==> config.mk <==
export PLATFORM = sky130hd
export DESIGN_NAME = muldiv_unit
export DESIGN_NICKNAME = d
export VERILOG_FILES = /design/src/rtl/muldiv_unit.sv
export SDC_FILE = /design/constraint.sdc
export NUM_CORES = 1
export LEC_CHECK = 0
export CAP_MARGIN = 25
export CORE_MARGIN = 2
export CORE_UTILIZATION = 55
export CTS_BUF_LIST = sky130_fd_sc_hd__clkbuf_4 sky130_fd_sc_hd__clkbuf_8
export CTS_CLUSTER_DIAMETER = 60
export DETAILED_ROUTE_END_ITERATION = 10
export GPL_ROUTABILITY_DRIVEN = 1
export PLACE_DENSITY_LB_ADDON = 0.12
export SLEW_MARGIN = 15
export SYNTH_ARGS = -nofsm -noshare
export SYNTH_HDL_FRONTEND = slang
export SYNTH_SLANG_ARGS = --single-unit
==> constraint.sdc <==
create_clock -name CLK -period 4.2 [get_ports CLK]
set_input_delay 0.42 -clock CLK [delete_from_list [all_inputs] [get_ports CLK]]
set_output_delay 0.42 -clock CLK [all_outputs]
set_load 0.01 [all_outputs]
==> src/rtl/muldiv_unit.sv <==
// Multi-cycle multiply/divide unit holding the architectural HI/LO registers.
// Optional feature: define MULDIV_FAST_MUL_EN for a single-cycle multiply.
module muldiv_unit #(
  parameter int WIDTH = 32,
  parameter int CNT_W = 6
) (
  input  logic             CLK,
  input  logic             RST_N,
  input  logic             start,
  input  logic [2:0]       op,
  input  logic [WIDTH-1:0] A,
  input  logic [WIDTH-1:0] B,
  input  logic             cancel,
  output logic             busy,
  output logic             done,
  output logic             div_zero,
  output logic [WIDTH-1:0] HI,
  output logic [WIDTH-1:0] LO
);

  typedef enum logic [2:0] {S_IDLE, S_MUL, S_DIV, S_FIX, S_DONE} state_t;

  localparam logic [2:0] OP_MULT  = 3'b000;
  localparam logic [2:0] OP_MULTU = 3'b001;
  localparam logic [2:0] OP_DIV   = 3'b010;
  localparam logic [2:0] OP_DIVU  = 3'b011;
  localparam logic [2:0] OP_MTHI  = 3'b100;
  localparam logic [2:0] OP_MTLO  = 3'b101;

  function automatic logic [WIDTH-1:0] neg_w(input logic [WIDTH-1:0] x);
    return ~x + WIDTH'(1);
  endfunction

  function automatic logic [2*WIDTH-1:0] neg_2w(input logic [2*WIDTH-1:0] x);
    return ~x + (2*WIDTH)'(1);
  endfunction

  state_t             state_q, state_d;
  logic [CNT_W-1:0]   cnt_q, cnt_d;
  logic [2*WIDTH-1:0] acc_q, acc_d;
  logic [WIDTH-1:0]   opnd_q, opnd_d;
  logic               is_div_q, is_div_d;
  logic               neg_res_q, neg_res_d;
  logic               neg_rem_q, neg_rem_d;
  logic [WIDTH-1:0]   hi_q, hi_d, lo_q, lo_d;
  logic               busy_q, busy_d, done_q, done_d, dz_q, dz_d;

  logic               op_signed;
  logic [WIDTH-1:0]   mag_a, mag_b;
  logic [WIDTH:0]     mul_sum;
  logic [2*WIDTH-1:0] mul_next;
  logic [WIDTH:0]     div_trial;
  logic [2*WIDTH-1:0] div_next;

  assign op_signed = ~op[0] & ~op[2];
  assign mag_a     = (op_signed && A[WIDTH-1]) ? neg_w(A) : A;
  assign mag_b     = (op_signed && B[WIDTH-1]) ? neg_w(B) : B;

  // Shift-add: multiplier sits in the low half and is consumed LSB first.
  assign mul_sum  = {1'b0, acc_q[2*WIDTH-1:WIDTH]} + {1'b0, opnd_q};
  assign mul_next = acc_q[0] ? {mul_sum, acc_q[WIDTH-1:1]}
                             : {1'b0, acc_q[2*WIDTH-1:1]};

  // Restoring divide: {remainder, dividend/quotient} shifts left one bit per step.
  assign div_trial = {acc_q[2*WIDTH-1:WIDTH], acc_q[WIDTH-1]} - {1'b0, opnd_q};
  assign div_next  = div_trial[WIDTH] ? {acc_q[2*WIDTH-2:0], 1'b0}
                                      : {div_trial[WIDTH-1:0], acc_q[WIDTH-2:0], 1'b1};

`ifdef MULDIV_FAST_MUL_EN
  logic signed [2*WIDTH-1:0] sa_ext, sb_ext, s_prod;
  logic [2*WIDTH-1:0]        u_prod;
  assign sa_ext = {{WIDTH{A[WIDTH-1]}}, A};
  assign sb_ext = {{WIDTH{B[WIDTH-1]}}, B};
  assign s_prod = sa_ext * sb_ext;
  assign u_prod = {{WIDTH{1'b0}}, A} * {{WIDTH{1'b0}}, B};
`endif

  always_comb begin
    state_d   = state_q;
    cnt_d     = cnt_q;
    acc_d     = acc_q;
    opnd_d    = opnd_q;
    is_div_d  = is_div_q;
    neg_res_d = neg_res_q;
    neg_rem_d = neg_rem_q;
    hi_d      = hi_q;
    lo_d      = lo_q;
    dz_d      = 1'b0;
    case (state_q)
      S_IDLE, S_DONE: begin
        state_d = S_IDLE;
        if (start && !cancel) begin
          case (op)
            OP_MULT, OP_MULTU: begin
`ifdef MULDIV_FAST_MUL_EN
              {hi_d, lo_d} = op_signed ? s_prod : u_prod;
              state_d      = S_DONE;
`else
              acc_d     = {{WIDTH{1'b0}}, mag_b};
              opnd_d    = mag_a;
              is_div_d  = 1'b0;
              neg_res_d = op_signed & (A[WIDTH-1] ^ B[WIDTH-1]);
              neg_rem_d = 1'b0;
              cnt_d     = CNT_W'(WIDTH);
              state_d   = S_MUL;
`endif
            end
            OP_DIV, OP_DIVU: begin
              if (B == '0) begin
                dz_d    = 1'b1;
                state_d = S_DONE;
              end else begin
                acc_d     = {{WIDTH{1'b0}}, mag_a};
                opnd_d    = mag_b;
                is_div_d  = 1'b1;
                neg_res_d = op_signed & (A[WIDTH-1] ^ B[WIDTH-1]);
                neg_rem_d = op_signed & A[WIDTH-1];
                cnt_d     = CNT_W'(WIDTH);
                state_d   = S_DIV;
              end
            end
            OP_MTHI: hi_d = A;
            OP_MTLO: lo_d = A;
            default: ;
          endcase
        end
      end
      S_MUL, S_DIV: begin
        if (cancel) begin
          state_d = S_IDLE;
        end else begin
          acc_d = (state_q == S_MUL) ? mul_next : div_next;
          cnt_d = cnt_q - CNT_W'(1);
          if (cnt_q == CNT_W'(1)) state_d = S_FIX;
        end
      end
      S_FIX: begin
        if (cancel) begin
          state_d = S_IDLE;
        end else begin
          if (is_div_q) begin
            lo_d = neg_res_q ? neg_w(acc_q[WIDTH-1:0]) : acc_q[WIDTH-1:0];
            hi_d = neg_rem_q ? neg_w(acc_q[2*WIDTH-1:WIDTH]) : acc_q[2*WIDTH-1:WIDTH];
          end else begin
            {hi_d, lo_d} = neg_res_q ? neg_2w(acc_q) : acc_q;
          end
          state_d = S_DONE;
        end
      end
      default: state_d = S_IDLE;
    endcase
    busy_d = (state_d == S_MUL) || (state_d == S_DIV) || (state_d == S_FIX);
    done_d = (state_d == S_DONE);
  end

  always_ff @(posedge CLK or negedge RST_N) begin
    if (!RST_N) begin
      state_q   <= S_IDLE;
      cnt_q     <= '0;
      acc_q     <= '0;
      opnd_q    <= '0;
      is_div_q  <= 1'b0;
      neg_res_q <= 1'b0;
      neg_rem_q <= 1'b0;
      hi_q      <= '0;
      lo_q      <= '0;
      busy_q    <= 1'b0;
      done_q    <= 1'b0;
      dz_q      <= 1'b0;
    end else begin
      state_q   <= state_d;
      cnt_q     <= cnt_d;
      acc_q     <= acc_d;
      opnd_q    <= opnd_d;
      is_div_q  <= is_div_d;
      neg_res_q <= neg_res_d;
      neg_rem_q <= neg_rem_d;
      hi_q      <= hi_d;
      lo_q      <= lo_d;
      busy_q    <= busy_d;
      done_q    <= done_d;
      dz_q      <= dz_d;
    end
  end

  assign busy     = busy_q;
  assign done     = done_q;
  assign div_zero = dz_q;
  assign HI       = hi_q;
  assign LO       = lo_q;

endmodule

==> results by group, run 1 <==
Critical path
  – Worst path required time: 4570 ps
  – Type of the worst setup path: flop to flop
  – CP Max Fanout: 9
  – WP data arrival: 4350 ps
  – Reg2reg start: acc_q[32]$_DFFE_PN0P_
  – Crit path from: acc_q[32]$_DFFE_PN0P_
  – Nature of the critical path startpoint: flop
  – Worst Setup End Kind: flop
  – R2R cell count: 14

Clock network
  – Worst-case clock buffer depth: 2
  – H-tree depth: 4
  – Total CTS buffers: 17
  – CTS root buffer: clkbuf_8
  – Hold_buf cts: 0
  – Clock Latency Late Sink: 510 ps
  – CTS tree: built
  – Clk sinks: 175
  – Post-CTS sizing: 0
  – CTS clock-pin slew for the worst setup and hold paths: 100 ps
  – Post-CTS Setup Inserts: 0

Cells and area
  – Nets: 2336
  – Ant diodes: 0
  – Area of the multi-input gates: 10610 um2
  – Leading cell types in the layout, fill and taps excluded: 291 x nand2_1, 255 x a21oi_1, 215 x nor2_1, 175 x dfrtp_1, 170 x o21ai_0
  – FILL cells: 2684
  – Area delta synth->final: 13.74%
  – Register Area: 4379 um2
  – Post-route design area: 18030 um2
  – Layout cells sized above 1: 6.437%
  – Leading cell type in the layout, fill and taps excluded: nand2_1

Floorplanning
  – # IOs: 138
  – Die width: 173.8 um
  – Initial core utilization: 55.52%
  – Die area: 30190 um2
  – Row cnt: 62
  – Area of the core region: 28550 um2
  – Die Y: 173.8 um

Timing
  – Relative slew slack: 37.72%
  – Fin crit period: 3980 ps
  – Unrepaired setup endpoints after global routing: no
  – Worst-margin pin slew: 934.2 ps
  – Fin. max-slew vios: 0
  – Final-report hold violation count: 0
  – TNS Setup: 0 ps
  – Setup Skew: 44.41 ps
  – Fin crit share: 94.76%
  – Highest achievable clock rate: 251.3 MHz
  – Finish-stage setup viols: 0

Global route
  – Antenna violations before repair: 0
  – Largest net degree at the start of global routing: 100
  – First-pass GRT wire length: 90930 um
  – Vias in the first global route: 15082
  – Tot GR Track Use: 39.18%
  – GR Overflow Total: 0

Run status
  – Outcome: finished clean

Routing
  – Uppermost layer routed: met4
  – DRC: 0
  – Wire per inst: 23.21 um
  – TritonRoute pass-1 iters: 6
  – WL met3: 6589 um
  – Via count: 16717
  – First-iteration detailed-routing DRC count: 1880
  – Routed wl met2: 25820 um
  – M1 wire length: 24880 um
  – Post-DR vias/cell: 6.454
  – Antenna Nets Post-Route: 0
  – Final wirelength: 60130 um

Synth
  – Sequential fraction of the synthesis area: 27.63%
  – Post-Synthesis Cells: 2131
  – Post-synth EDFFs: 0
  – Synth Register Bits: 175
  – Avg Synthesized Cell Area: 7.438 um2
  – Synth unique cells: 85
  – Asr flop ratio synth: 100.0%
  – Mapped Nets: 2274
  – Mapped cell area: 15850 um2
  – Ys Warns: 0
  – Top_reg_cell synth: dfrtp_1

Power
  – Design Power: 12.00 mW
  – Max VDD drop: 546.6 uV
  – Power per cell area: 665.8 nW/um2
  – Leak pwr: 7.735 nW

Placed design
  – I/O Buffers: 137
  – GPL Wtd Cong: 0.9982
  – Placement-stage cell area: 17630 um2
  – HPWL after DPL: 45740 um

Run
  – Max-cap violations: 0

Worst hold path
  – Min-delay worst type: primary input to asynchronous set/reset pin
-- cells by family (layout without fill, tap and decap cells) --
| logic type | count (synthesis) | after routing | synth area share, % |
|---|---|---|---|
| muxes | 46 | 46 | 3.000 |
| xor gates and xnor gates | 173 | 173 | 9.607 |
| AOI/OAI and AO/OA | 693 | 693 | 26.27 |
| adders and majority gates | 72 | 72 | 5.778 |
| buffers and inverters | 227 | 302 | 5.770 |
| and+or+nand+nor | 745 | 745 | 21.95 |
| DFF | 175 | 175 | 27.63 |
-- Yosys cell counts, types with 18 or more instances --
library cell | instances | area share [%]
o211ai_1 | 22 | 1.0
a21o_1 | 36 | 1.7
a31oi_1 | 32 | 1.3
xor2_1 | 83 | 4.6
ha_1 | 70 | 5.5
clkbuf_1 | 120 | 2.8
o21ai_1 | 18 | 0.57
inv_1 | 68 | 1.6
xnor2_1 | 89 | 4.9
a21oi_1 | 255 | 8.1
o21ai_0 | 171 | 5.4
nand2b_1 | 19 | 0.75
dfrtp_1 | 175 | 28
mux2i_1 | 34 | 2.1
nor2_1 | 215 | 5.1
or3_1 | 19 | 0.75
o31ai_1 | 38 | 1.8
nor3_1 | 47 | 1.5
nand4_1 | 22 | 0.87
nand3_1 | 34 | 1.1
nand2_1 | 291 | 6.9
-- critical path: stages (launching register included) --
cell       delay (ps)
dfrtp_1           350
buf_4             190
ha_1              240
inv_1              70
fa_1              400
nand2b_1          190
a21oi_1           270
o21ai_1           170
a2111oi_0         500
nor2_1            170
a311oi_1          560
and3_1            260
nand4_1           100
a211oi_1          280
o31ai_1           110
-- layout make-up --
type | count | area share, %
clock buffer | 20 | 1.457
clock inverter | 12 | 0.7634
inverter | 69 | 1.437
multi-input combinational | 1729 | 58.83
sequential | 175 | 24.29
tap | 384 | 2.665
timing repair buffer | 201 | 10.56
-- path summary, 6_finish.rpt --
path,slack [ps],endpoint
setup / recovery,220,acc_q[57]$_DFFE_PN0P_
hold / removal,20,HI[14]$_DFFE_PN0P_
setup reg to reg,220,acc_q[57]$_DFFE_PN0P_
hold reg to reg,490,HI[1]$_DFFE_PN0P_
max in group asynchronous,3180,acc_q[33]$_DFFE_PN0P_
min in group CLK,490,HI[1]$_DFFE_PN0P_
-- layer usage --
metal / vias up / track usage (%)
met5: - / 0
li1: 7707 / -
met1: 7878 / 54.91
met2: 975 / 58.40
met3: 157 / 8.158
met4: 0 / 17.23
-- stage by stage --
stage / instances / worst slack [ps] / utilization, % / hold WS [ps]
floorplan: 2131 / 912.6 / - / 124.4
global placement: 2557 / 483.6 / 61.72 / 461.4
detailed placement: 2558 / 365.7 / 61.75 / 470.2
CTS: 2590 / 338.0 / 63.15 / 55.61
global route: 2590 / 45.53 / 63.15 / 76.04
finish: 2590 / 219.9 / 63.15 / 16.00
-- sequential cells by signal, summed over array words and instances (netlist names) --
register and count:
state_q 3, opnd_q 32, is_div_q 1, cnt_q 6, neg_rem_q 1, acc_q 64, HI 32, neg_res_q 1
div_zero 1, done 1, busy 1, LO 32
-- report_power, final --
part	internal, mW	total, mW	switching, mW
Sequential	2.21	3.00	0.790
Combinational	3.10	7.72	4.62
Clock	0.527	1.29	0.761
Total	5.84	12.0	6.17
Power figures use the tool's default switching activity.
==> run 2, diff against run 1 <==
- CORE_MARGIN: 2 -> default
- CTS_BUF_LIST: sky130_fd_sc_hd__clkbuf_4 sky130_fd_sc_hd__clkbuf_8 -> sky130_fd_sc_hd__clkbuf_8
- TNS_END_PERCENT: default -> 20
==> run 2 against run 1 <==
Sequential power hardly changed. Global-route usage is 1.8 points higher. Clock power is 5% lower. Count of clock-buffer cells in the layout is 2 lower. Wire length is 0.20% lower. Critical endpoint is now acc_q[61]$_DFFE_PN0P_. Largest power group unchanged. Highest routed layer unchanged.
==> results by group, run 2 (synthesis results as in run 1) <==
Timing
  – Fin crit period: 3885 ps
  – Fin crit share: 92.50%
  – Finish-stage setup viols: 0
  – Highest achievable clock rate: 257.4 MHz
  – Relative slew slack: 43.05%
  – Fin. max-slew vios: 0
  – Unrepaired setup endpoints after global routing: no
  – Setup Skew: 27.10 ps
  – Worst setup margin: 315.1 ps
  – Worst-margin pin slew: 851.1 ps
  – TNS Setup: 0 ps
  – Final-report hold violation count: 0

Critical path
  – R2R cell count: 13
  – Type of the worst setup path: flop to flop
  – WP data arrival: 4240 ps
  – Worst Setup End Kind: flop
  – Worst reg-to-reg setup slack: 320 ps
  – R2R Path End: acc_q[61]$_DFFE_PN0P_
  – CP Max Fanout: 6
  – Worst path required time: 4560 ps
  – Crit path from: acc_q[32]$_DFFE_PN0P_
  – Crit path to: acc_q[61]$_DFFE_PN0P_
  – Reg2reg start: acc_q[32]$_DFFE_PN0P_
  – Nature of the critical path startpoint: flop

Cells and area
  – Non-Filler Instances: 2592
  – Layout cells sized above 1: 6.730%
  – Ant diodes: 0
  – Nets: 2344
  – Largest reg by FF count: acc_q
  – Leading cell type in the layout, fill and taps excluded: nand2_1
  – Max reg flops: 64
  – Area delta synth->final: 14.18%
  – Leading cell types in the layout, fill and taps excluded: 291 x nand2_1, 255 x a21oi_1, 215 x nor2_1, 175 x dfrtp_1, 170 x o21ai_0

Clock network
  – Total CTS buffers: 17
  – CTS tree: built
  – H-tree depth: 4
  – Post-CTS sizing: 0
  – Post-CTS Setup Inserts: 0
  – Worst-case clock buffer depth: 2
  – Clk sinks: 175
  – CTS clock-pin slew for the worst setup and hold paths: 100 ps
  – Clock Latency Late Sink: 490 ps
  – CTS root buffer: clkbuf_8

Routing
  – Post-DR vias/cell: 6.462
  – First-iteration detailed-routing DRC count: 2103
  – Wire per inst: 23.15 um
  – Antenna Nets Post-Route: 0
  – Final wirelength: 60010 um
  – TritonRoute pass-1 iters: 6
  – Via count: 16749
  – DRC: 0

Global route
  – Largest net degree at the start of global routing: 77
  – Vias in the first global route: 15085
  – Antenna violations before repair: 0
  – GR Overflow Total: 0
  – Tot GR Track Use: 41.03%
  – First-pass GRT wire length: 90100 um

Floorplanning
  – Row cnt: 61
  – Die Y: 171.8 um
  – Die width: 171.8 um
  – Area of the core region: 28090 um2
  – Die area: 29500 um2
  – # IOs: 138
  – Initial core utilization: 56.43%

Run status
  – Outcome: finished clean

Power
  – Max VDD drop: 509.8 uV
  – Leak pwr: 7.768 nW
  – Power per cell area: 670.3 nW/um2

Worst hold path
  – Min-delay worst type: flop to flop

Run
  – Max-cap violations: 0

Placed design
  – I/O Buffers: 137
  – GPL Wtd Cong: 0.9948
  – Dpl cells: 2558
  – HPWL after DPL: 45910 um
  – Post-placement worst setup slack: 285.6 ps
## run 2: cell count changes in the layout (fill, tap and decap cells not counted), moves of 2 or more
cell,delta
buf_12,+2
clkinv_4,+4
inv_6,-3
buf_4,+5
clkbuf_4,-2
## run 2: how the worst min path moves through the flow
stage	from	slack (ps)	to	depth (start not counted)
2_1_floorplan	RST_N	120	HI[0]$_DFFE_PN0P_	0
3_3_place_gp	HI[5]$_DFFE_PN0P_	460	HI[5]$_DFFE_PN0P_	2
3_5_place_dp	HI[21]$_DFFE_PN0P_	470	HI[21]$_DFFE_PN0P_	2
4_1_cts	HI[21]$_DFFE_PN0P_	500	HI[21]$_DFFE_PN0P_	2
5_1_grt	LO[1]$_DFFE_PN0P_	520	LO[1]$_DFFE_PN0P_	2
6_report	HI[21]$_DFFE_PN0P_	490	HI[21]$_DFFE_PN0P_	2
## run 2: final cells by class
class                      count  area [um2]
tap                          378       473.0
clock buffer                  18       247.7
sequential                   175        4379
clock inverter                14       143.9
inverter                      69       259.0
fill                        2590        9990
multi-input combinational   1729       10600
timing repair buffer         209        1991
## run 2: timing repair
| item | 4_1_cts | 5_1_grt |
|---|---|---|
| hold buffers | 1 | 0 |
| setup endpoints to repair | 0 | 0 |
| endpoints found under the hold margin | 50 | 0 |
## run 2: per-layer routing
metal,share of wire (%),global-route usage (%)
met3,12,9.986
met2,43,61.19
met5,0,0
met4,4.4,17.70
met1,41,56.27
## run 2: worst max-delay path, cell delays in order, from the launching register on
cell	delay, ps
dfrtp_1	470
ha_1	250
inv_1	80
fa_1	400
nand2b_1	180
a21oi_1	280
o21ai_1	180
a2111oi_0	470
nor2_1	160
a311oi_1	520
nand4_1	200
mux2_2	260
nand3_1	90
a22o_1	240
## run 2: per-stage QoR
step | instance area [um2] | utilization (%) | hold slack [ps] | total power, mW
2_1_floorplan | 15850 | - | 124.4 | 8.039
3_3_place_gp | 17680 | 62.93 | 461.6 | 10.53
3_5_place_dp | 17680 | 62.93 | 472.5 | 10.65
4_1_cts | 18080 | 64.36 | 496.3 | 11.89
5_1_grt | 18100 | 64.43 | 515.8 | 12.91
6_report | 18100 | 64.43 | 492.7 | 12.13
## run 2: power breakdown
group	switching (mW)	internal (mW)	total, mW
clock	0.763	0.460	1.22
sequential	0.813	2.21	3.02
combinational	4.68	3.21	7.89
total	6.26	5.88	12.1
